**config.mk**
```make
export PLATFORM = sky130hd
export DESIGN_NAME = zmod_link_rx
export DESIGN_NICKNAME = d
export VERILOG_FILES = /design/src/rtl/zmod_link_rx.sv
export SDC_FILE = /design/constraint.sdc
export NUM_CORES = 1
export LEC_CHECK = 0
export ABC_CLOCK_PERIOD_IN_PS = 3800
export BUFFER_PORTS_ARGS = -buffer_cell sky130_fd_sc_hd__buf_4
export CORE_MARGIN = 8
export CORE_UTILIZATION = 55
export DETAILED_ROUTE_END_ITERATION = 6
export PLACE_DENSITY = 0.85
export SYNTH_ARGS = -nofsm -noshare
export SYNTH_HDL_FRONTEND = slang
export SYNTH_SLANG_ARGS = --single-unit
```
**constraint.sdc**
```tcl
create_clock -name clk -period 3.8 [get_ports clk]
set_clock_uncertainty 0.15 [all_clocks]
set_input_delay 0.38 -clock clk [delete_from_list [all_inputs] [get_ports clk]]
set_output_delay 0.38 -clock clk [all_outputs]
set_load 0.03 [all_outputs]
```
**src/rtl/zmod_link_rx.sv**
```systemverilog
// ZMOD 4-lane loopback receiver: sync hunt, word assembly, counter-payload check.
// Optional ZMOD_RX_STATS_EN adds the frame_cnt output (good sync slots seen).
module zmod_link_rx #(
  parameter logic [31:0] SYNC_WORD   = 32'hA5C3_5A3C,
  parameter int          PAYLOAD_LEN = 16,
  parameter int          LOCK_FRAMES = 4,
  parameter int          LOSS_FRAMES = 2,
  parameter int          ERR_W       = 16
) (
  input  logic             clk,
  input  logic             rst_n,
  input  logic [3:0]       d_in,
  input  logic             en,
  input  logic             clear,
  output logic [31:0]      word_out,
  output logic             word_valid,
  output logic             locked,
  output logic [1:0]       state,
  output logic             data_err,
  output logic             sync_err,
  output logic [ERR_W-1:0] err_cnt
`ifdef ZMOD_RX_STATS_EN
  ,
  output logic [31:0]      frame_cnt
`endif
);

  localparam int WC_W = $clog2(PAYLOAD_LEN + 1);
  localparam int GC_W = $clog2(LOCK_FRAMES + 1);
  localparam int BC_W = $clog2(LOSS_FRAMES + 1);

  typedef enum logic [1:0] {HUNT = 2'd0, ALIGN = 2'd1, LOCKED = 2'd2} state_e;

  state_e            st_q, st_d;
  logic [31:0]       sh_q, sh_d, sh_nx;
  logic [2:0]        nib_q, nib_d;
  logic [WC_W-1:0]   wc_q, wc_d;
  logic [GC_W-1:0]   good_q, good_d;
  logic [BC_W-1:0]   bad_q, bad_d;
  logic              seed_q, seed_d;
  logic [31:0]       exp_q, exp_d;
  logic [31:0]       word_q, word_d;
  logic              wv_q, wv_d, de_q, de_d, se_q, se_d, lk_q, lk_d;
  logic [ERR_W-1:0]  err_q, err_d;
  logic              err_inc;
`ifdef ZMOD_RX_STATS_EN
  logic [31:0]       fr_q, fr_d;
  logic              fr_inc;
`endif

  always_comb begin
    st_d    = st_q;
    sh_d    = sh_q;
    nib_d   = nib_q;
    wc_d    = wc_q;
    good_d  = good_q;
    bad_d   = bad_q;
    seed_d  = seed_q;
    exp_d   = exp_q;
    word_d  = word_q;
    wv_d    = 1'b0;
    de_d    = 1'b0;
    se_d    = 1'b0;
    err_inc = 1'b0;
`ifdef ZMOD_RX_STATS_EN
    fr_inc  = 1'b0;
`endif
    sh_nx   = {sh_q[27:0], d_in};
    if (en) begin
      sh_d = sh_nx;
      case (st_q)
        HUNT: begin
          if (sh_nx == SYNC_WORD) begin
            st_d   = ALIGN;
            nib_d  = 3'd0;
            wc_d   = '0;
            good_d = GC_W'(1);
            bad_d  = '0;
            seed_d = 1'b1;
          end
        end
        ALIGN, LOCKED: begin
          if (nib_q == 3'd7) begin
            nib_d = 3'd0;
            if (wc_q == WC_W'(PAYLOAD_LEN)) begin
              wc_d = '0;
              if (sh_nx == SYNC_WORD) begin
                bad_d = '0;
`ifdef ZMOD_RX_STATS_EN
                fr_inc = 1'b1;
`endif
                if (good_q < GC_W'(LOCK_FRAMES)) good_d = good_q + GC_W'(1);
                if (st_q == ALIGN && good_d == GC_W'(LOCK_FRAMES)) st_d = LOCKED;
              end else begin
                se_d    = 1'b1;
                err_inc = 1'b1;
                if (st_q == ALIGN) st_d = HUNT;
                else if (bad_q == BC_W'(LOSS_FRAMES - 1)) st_d = HUNT;
                else bad_d = bad_q + BC_W'(1);
              end
            end else begin
              wc_d   = wc_q + WC_W'(1);
              word_d = sh_nx;
              wv_d   = 1'b1;
              exp_d  = sh_nx + 32'd1;
              seed_d = 1'b0;
              // first word after acquiring sync only seeds the expected counter
              if (!seed_q && sh_nx != exp_q) begin
                de_d    = 1'b1;
                err_inc = 1'b1;
              end
            end
          end else begin
            nib_d = nib_q + 3'd1;
          end
        end
        default: st_d = HUNT;
      endcase
    end
    lk_d = (st_d == LOCKED);

    err_d = err_q;
    if (clear) err_d = '0;
    else if (err_inc && err_q != '1) err_d = err_q + ERR_W'(1);
`ifdef ZMOD_RX_STATS_EN
    fr_d = fr_q;
    if (clear) fr_d = '0;
    else if (fr_inc) fr_d = fr_q + 32'd1;
`endif
  end

  always_ff @(posedge clk) begin
    if (!rst_n) begin
      st_q   <= HUNT;
      sh_q   <= '0;
      nib_q  <= '0;
      wc_q   <= '0;
      good_q <= '0;
      bad_q  <= '0;
      seed_q <= 1'b0;
      exp_q  <= '0;
      word_q <= '0;
      wv_q   <= 1'b0;
      de_q   <= 1'b0;
      se_q   <= 1'b0;
      lk_q   <= 1'b0;
      err_q  <= '0;
`ifdef ZMOD_RX_STATS_EN
      fr_q   <= '0;
`endif
    end else begin
      st_q   <= st_d;
      sh_q   <= sh_d;
      nib_q  <= nib_d;
      wc_q   <= wc_d;
      good_q <= good_d;
      bad_q  <= bad_d;
      seed_q <= seed_d;
      exp_q  <= exp_d;
      word_q <= word_d;
      wv_q   <= wv_d;
      de_q   <= de_d;
      se_q   <= se_d;
      lk_q   <= lk_d;
      err_q  <= err_d;
`ifdef ZMOD_RX_STATS_EN
      fr_q   <= fr_d;
`endif
    end
  end

  assign word_out   = word_q;
  assign word_valid = wv_q;
  assign locked     = lk_q;
  assign state      = st_q;
  assign data_err   = de_q;
  assign sync_err   = se_q;
  assign err_cnt    = err_q;
`ifdef ZMOD_RX_STATS_EN
  assign frame_cnt  = fr_q;
`endif

endmodule
```
==> impl_metrics.csv <==
group,metric,value,unit
min_path,hp-class,"in -> reg",
clock_network,post_cts_buffers,0,
placed_design,placed_cell_area,0.00678,mm^2
detailed_routing,vias,5259,
sta,finalCritPeriodShare,72.5,%
cells_and_area,fill_cells,913,
clock_network,insertion_delay,0.42,ns
global_route,grt_overflow,0,
sta,setup_viol,0,
sta,worst_pin_slew,0.867,ns
detailed_routing,drc,0,
logic_synthesis,synth_adder_area_share,2.33,%
power_and_ir_drop,fin_total_pwr,0.00302,W
global_route,grt_pass1_wl,25.9,mm
detailed_routing,dr.first_iter.drc_count,502,
sta,min_period,2.76,ns
global_route,antenna_found_initial,0,
clock_network,clk_path_buf_depth,2,
clock_network,htreeDepth,4,
clock_network,holdBufCountCts,0,
cells_and_area,seq_area,0.00256,mm^2
worst_setup_path,worstPathRequired,3.96,ns
worst_setup_path,path_max_fanout,20,
sta,maxSlewViolCount,0,
worst_setup_path,worst_setup_path_end_kind,"register",
cells_and_area,nets,774,
logic_synthesis,async_reset_ff_share,0,%
logic_synthesis,synthFlopType,"dfxtp_1",
logic_synthesis,yosysWarningCount,0,
logic_synthesis,syn-num-nets,756,
logic_synthesis,synth_area,0.00644,mm^2
sta,tns,0,ns
cells_and_area,n_antenna_cell,0,
placed_design,hpwlAfterDp,10.2,mm
sta,slew_headroom,42.2,%
sta,holdWs,0.121,ns
clock_network,numCtsBuffers,17,
logic_synthesis,muxShareOfSynthArea,4.51,%
logic_synthesis,syn_inst,736,
floorplanning,core,0.0114,mm^2
cells_and_area,fin_util,64.4,%
logic_synthesis,ys_seq_area_share,39.8,%
cells_and_area,design_area,0.00735,mm^2
logic_synthesis,synth_top_family_by_area,"simple AND/OR/NAND/NOR gates",
worst_setup_path,rr_endpoint,"err_cnt[7]",
logic_synthesis,synth-simple-area-share,24.1,%
clock_network,clk_pin_slew,0.05,ns
power_and_ir_drop,power.density,411,mW/mm^2
global_route,grt_usage,19.8,%
detailed_routing,via_per_inst,5.78,
floorplanning,io_pins,62,
placed_design,globalplace.congestion,0.890,
cells_and_area,synthToLayoutAreaGrowth,14.1,%
logic_synthesis,synth_compound_area_share,13.9,%
cells_and_area,drive_gt1_share,14.2,%
clock_network,clock-root-buffer,"clkbuf_16",
worst_setup_path,reg2reg_slack,1.04,ns
min_path,whs_path_depth,3,
min_path,min_to,"word_out[3]",
worst_setup_path,ff2ff_path_depth,7,
global_route,grt_start_max_net_pins,108,
detailed_routing,drt-total-wl,14.9,mm
detailed_routing,drtPass1Iterations,6,
worst_setup_path,crit_arrival,2.91,ns
flow_run,cap_violations,0,
logic_synthesis,synth-edff-count,0,
worst_setup_path,criticalPathCategory,"reg -> reg",
sta,finalHoldViolations,0,
placed_design,portBuffers,61,
clock_network,cts_tree,"yes",
floorplanning,initial_core_util,56.4,%
min_path,worstHoldStart,"d_in[3]",
detailed_routing,ant_nets,0,
floorplanning,die_y,124,um
global_route,first_global_vias,5322,
logic_synthesis,synth_xor_xnor_area_share,9.11,%
detailed_routing,wl_per_cell,16.4,um
logic_synthesis,synth-seq-cells,128,
logic_synthesis,synth.distinct_cells,62,
sta,timing.fmax,0.363,GHz
worst_setup_path,cp-start-kind,"register",
floorplanning,rows,39,
sta,rsz0062_at_grt,"false",
logic_synthesis,syn_area_per_cell,8.75,um^2
power_and_ir_drop,ir_worst_vdd,0.000347,V
cells_and_area,multi_input_area,0.00347,mm^2
power_and_ir_drop,p_leak,2.88,nW
clock_network,post_cts_resized,0,
worst_setup_path,timing.rr.start,"sh_q[26]",
outcome,status,"complete, no violations",
clock_network,clock-sinks,128,
floorplanning,die_x,124,um
floorplanning,die_area,0.0154,mm^2
cell usage in the layout, fill, tap and decap left out, types with 12 or more instances in the layout:
master / n
o21ai_0: 26
nor2b_1: 32
inv_1: 17
buf_4: 64
ha_1: 12
nand2_1: 110
mux2i_1: 29
a21boi_0: 37
a21oi_1: 26
xor2_1: 18
clkbuf_16: 17
xnor2_1: 49
nand3_1: 24
and3_1: 12
o211a_1: 14
dfxtp_1: 128
nand4_1: 20
nor2_1: 26
report_power, final:
part           switching [W]  leakage, nW  internal, W
Clock               0.000559        0.282      0.00101
Sequential         0.0000143         1.03      0.00135
Combinational      0.0000479         1.57    0.0000406
Total               0.000621         2.88      0.00240
logic make-up after synthesis:
kind of cell / after synthesis
AOI/OAI and AO/OA: 131
xor gates and xnor gates: 67
adders and majority gates: 12
buffers and inverters: 83
DFF: 128
muxes: 29
and+or+nand+nor: 286
worst max-delay path: stages (launching register included):
cell	delay, ns
dfxtp_1	0.49
xnor2_1	0.22
nand4_1	0.19
nor4_1	0.34
a21oi_1	0.22
o21ai_2	0.62
o311ai_0	0.29
o41ai_1	0.13
cell type report:
class                      instances  area share, %
clock inverter                     6           1.09
clock buffer                      26           6.66
multi-input combinational        525           47.3
inverter                          17          0.868
tap                              143           2.43
timing repair buffer              65           6.81
sequential                       128           34.9
cells in the mapped netlist, types with 2 or more instances:
library cell  number  area, um^2
o211a_1           14         140
buf_4              5        37.5
o21ai_1            3        15.0
nor4b_1            3        26.3
ha_1              12         150
o31ai_1            2        15.0
nor4b_2            3        45.0
or3_1              6        37.5
clkbuf_1          28         105
xor2_1            18         158
o211ai_1           6        45.0
nand3b_1           2        15.0
o21ai_0           26         130
dfxtp_1          128        2560
and4_1             5        43.8
or4_1              6        45.0
nor3_2             2        20.0
buf_6              5        56.3
a21boi_1           3        22.5
a21boi_0          37         278
a31oi_1            2        12.5
nand4_1           20         125
xnor2_1           49         429
nand2_1          110         413
nand3_1           24         120
clkbuf_2           2        10.0
nor3_1             5        25.0
buf_1              4        15.0
nor2_1            26        97.6
o41ai_1            2        17.5
nor2b_1           32         200
nand2b_1           4        25.0
nor4_1             3        18.8
mux2i_1           29         290
nor3b_1            3        22.5
and2_1             7        43.8
inv_1             17        63.8
buf_2             21         105
or3_4              2        22.5
and3_1            12        75.1
o311ai_0           2        17.5
a21oi_1           26         130
metrics by stage:
stage | cells | worst slack [ns]
6_report | 910 | 1.04
5_1_grt | 910 | 0.816
4_1_cts | 910 | 1.10
3_5_place_dp | 878 | 1.10
3_3_place_gp | 878 | 1.21
2_1_floorplan | 736 | 1.35
worst max path at each step:
stage	from	end	slack, ns	cells after the start
global route	state[0]	word_out[9]	0.82	7
global placement	state[0]	word_out[19]	1.21	7
CTS	state[0]	exp_q[15]	1.10	7
detailed placement	state[0]	word_out[11]	1.10	7
floorplan	state[1]	err_cnt[13]	1.35	10
finish	sh_q[26]	err_cnt[7]	1.04	7
sequential cells by signal (all words and copies together), names as in the netlist:
register and count:
seed_q 1, state 2, wc_q 5, word_out 32, bad_q 2, data_err 1
sh_q 28, locked 1, exp_q 32, word_valid 1, err_cnt 16, sync_err 1
nib_q 3, good_q 3
routing by layer:
layer / track usage (%) / wire [um] / vias up
li1: - / - / 2555
met1: 23.3 / 6310 / 2475
met2: 32.4 / 7310 / 193
met3: 5.74 / 959 / 36
met4: 9.36 / 365 / 0
met5: 0 / 0 / -
(Power assumes the default switching activity.)
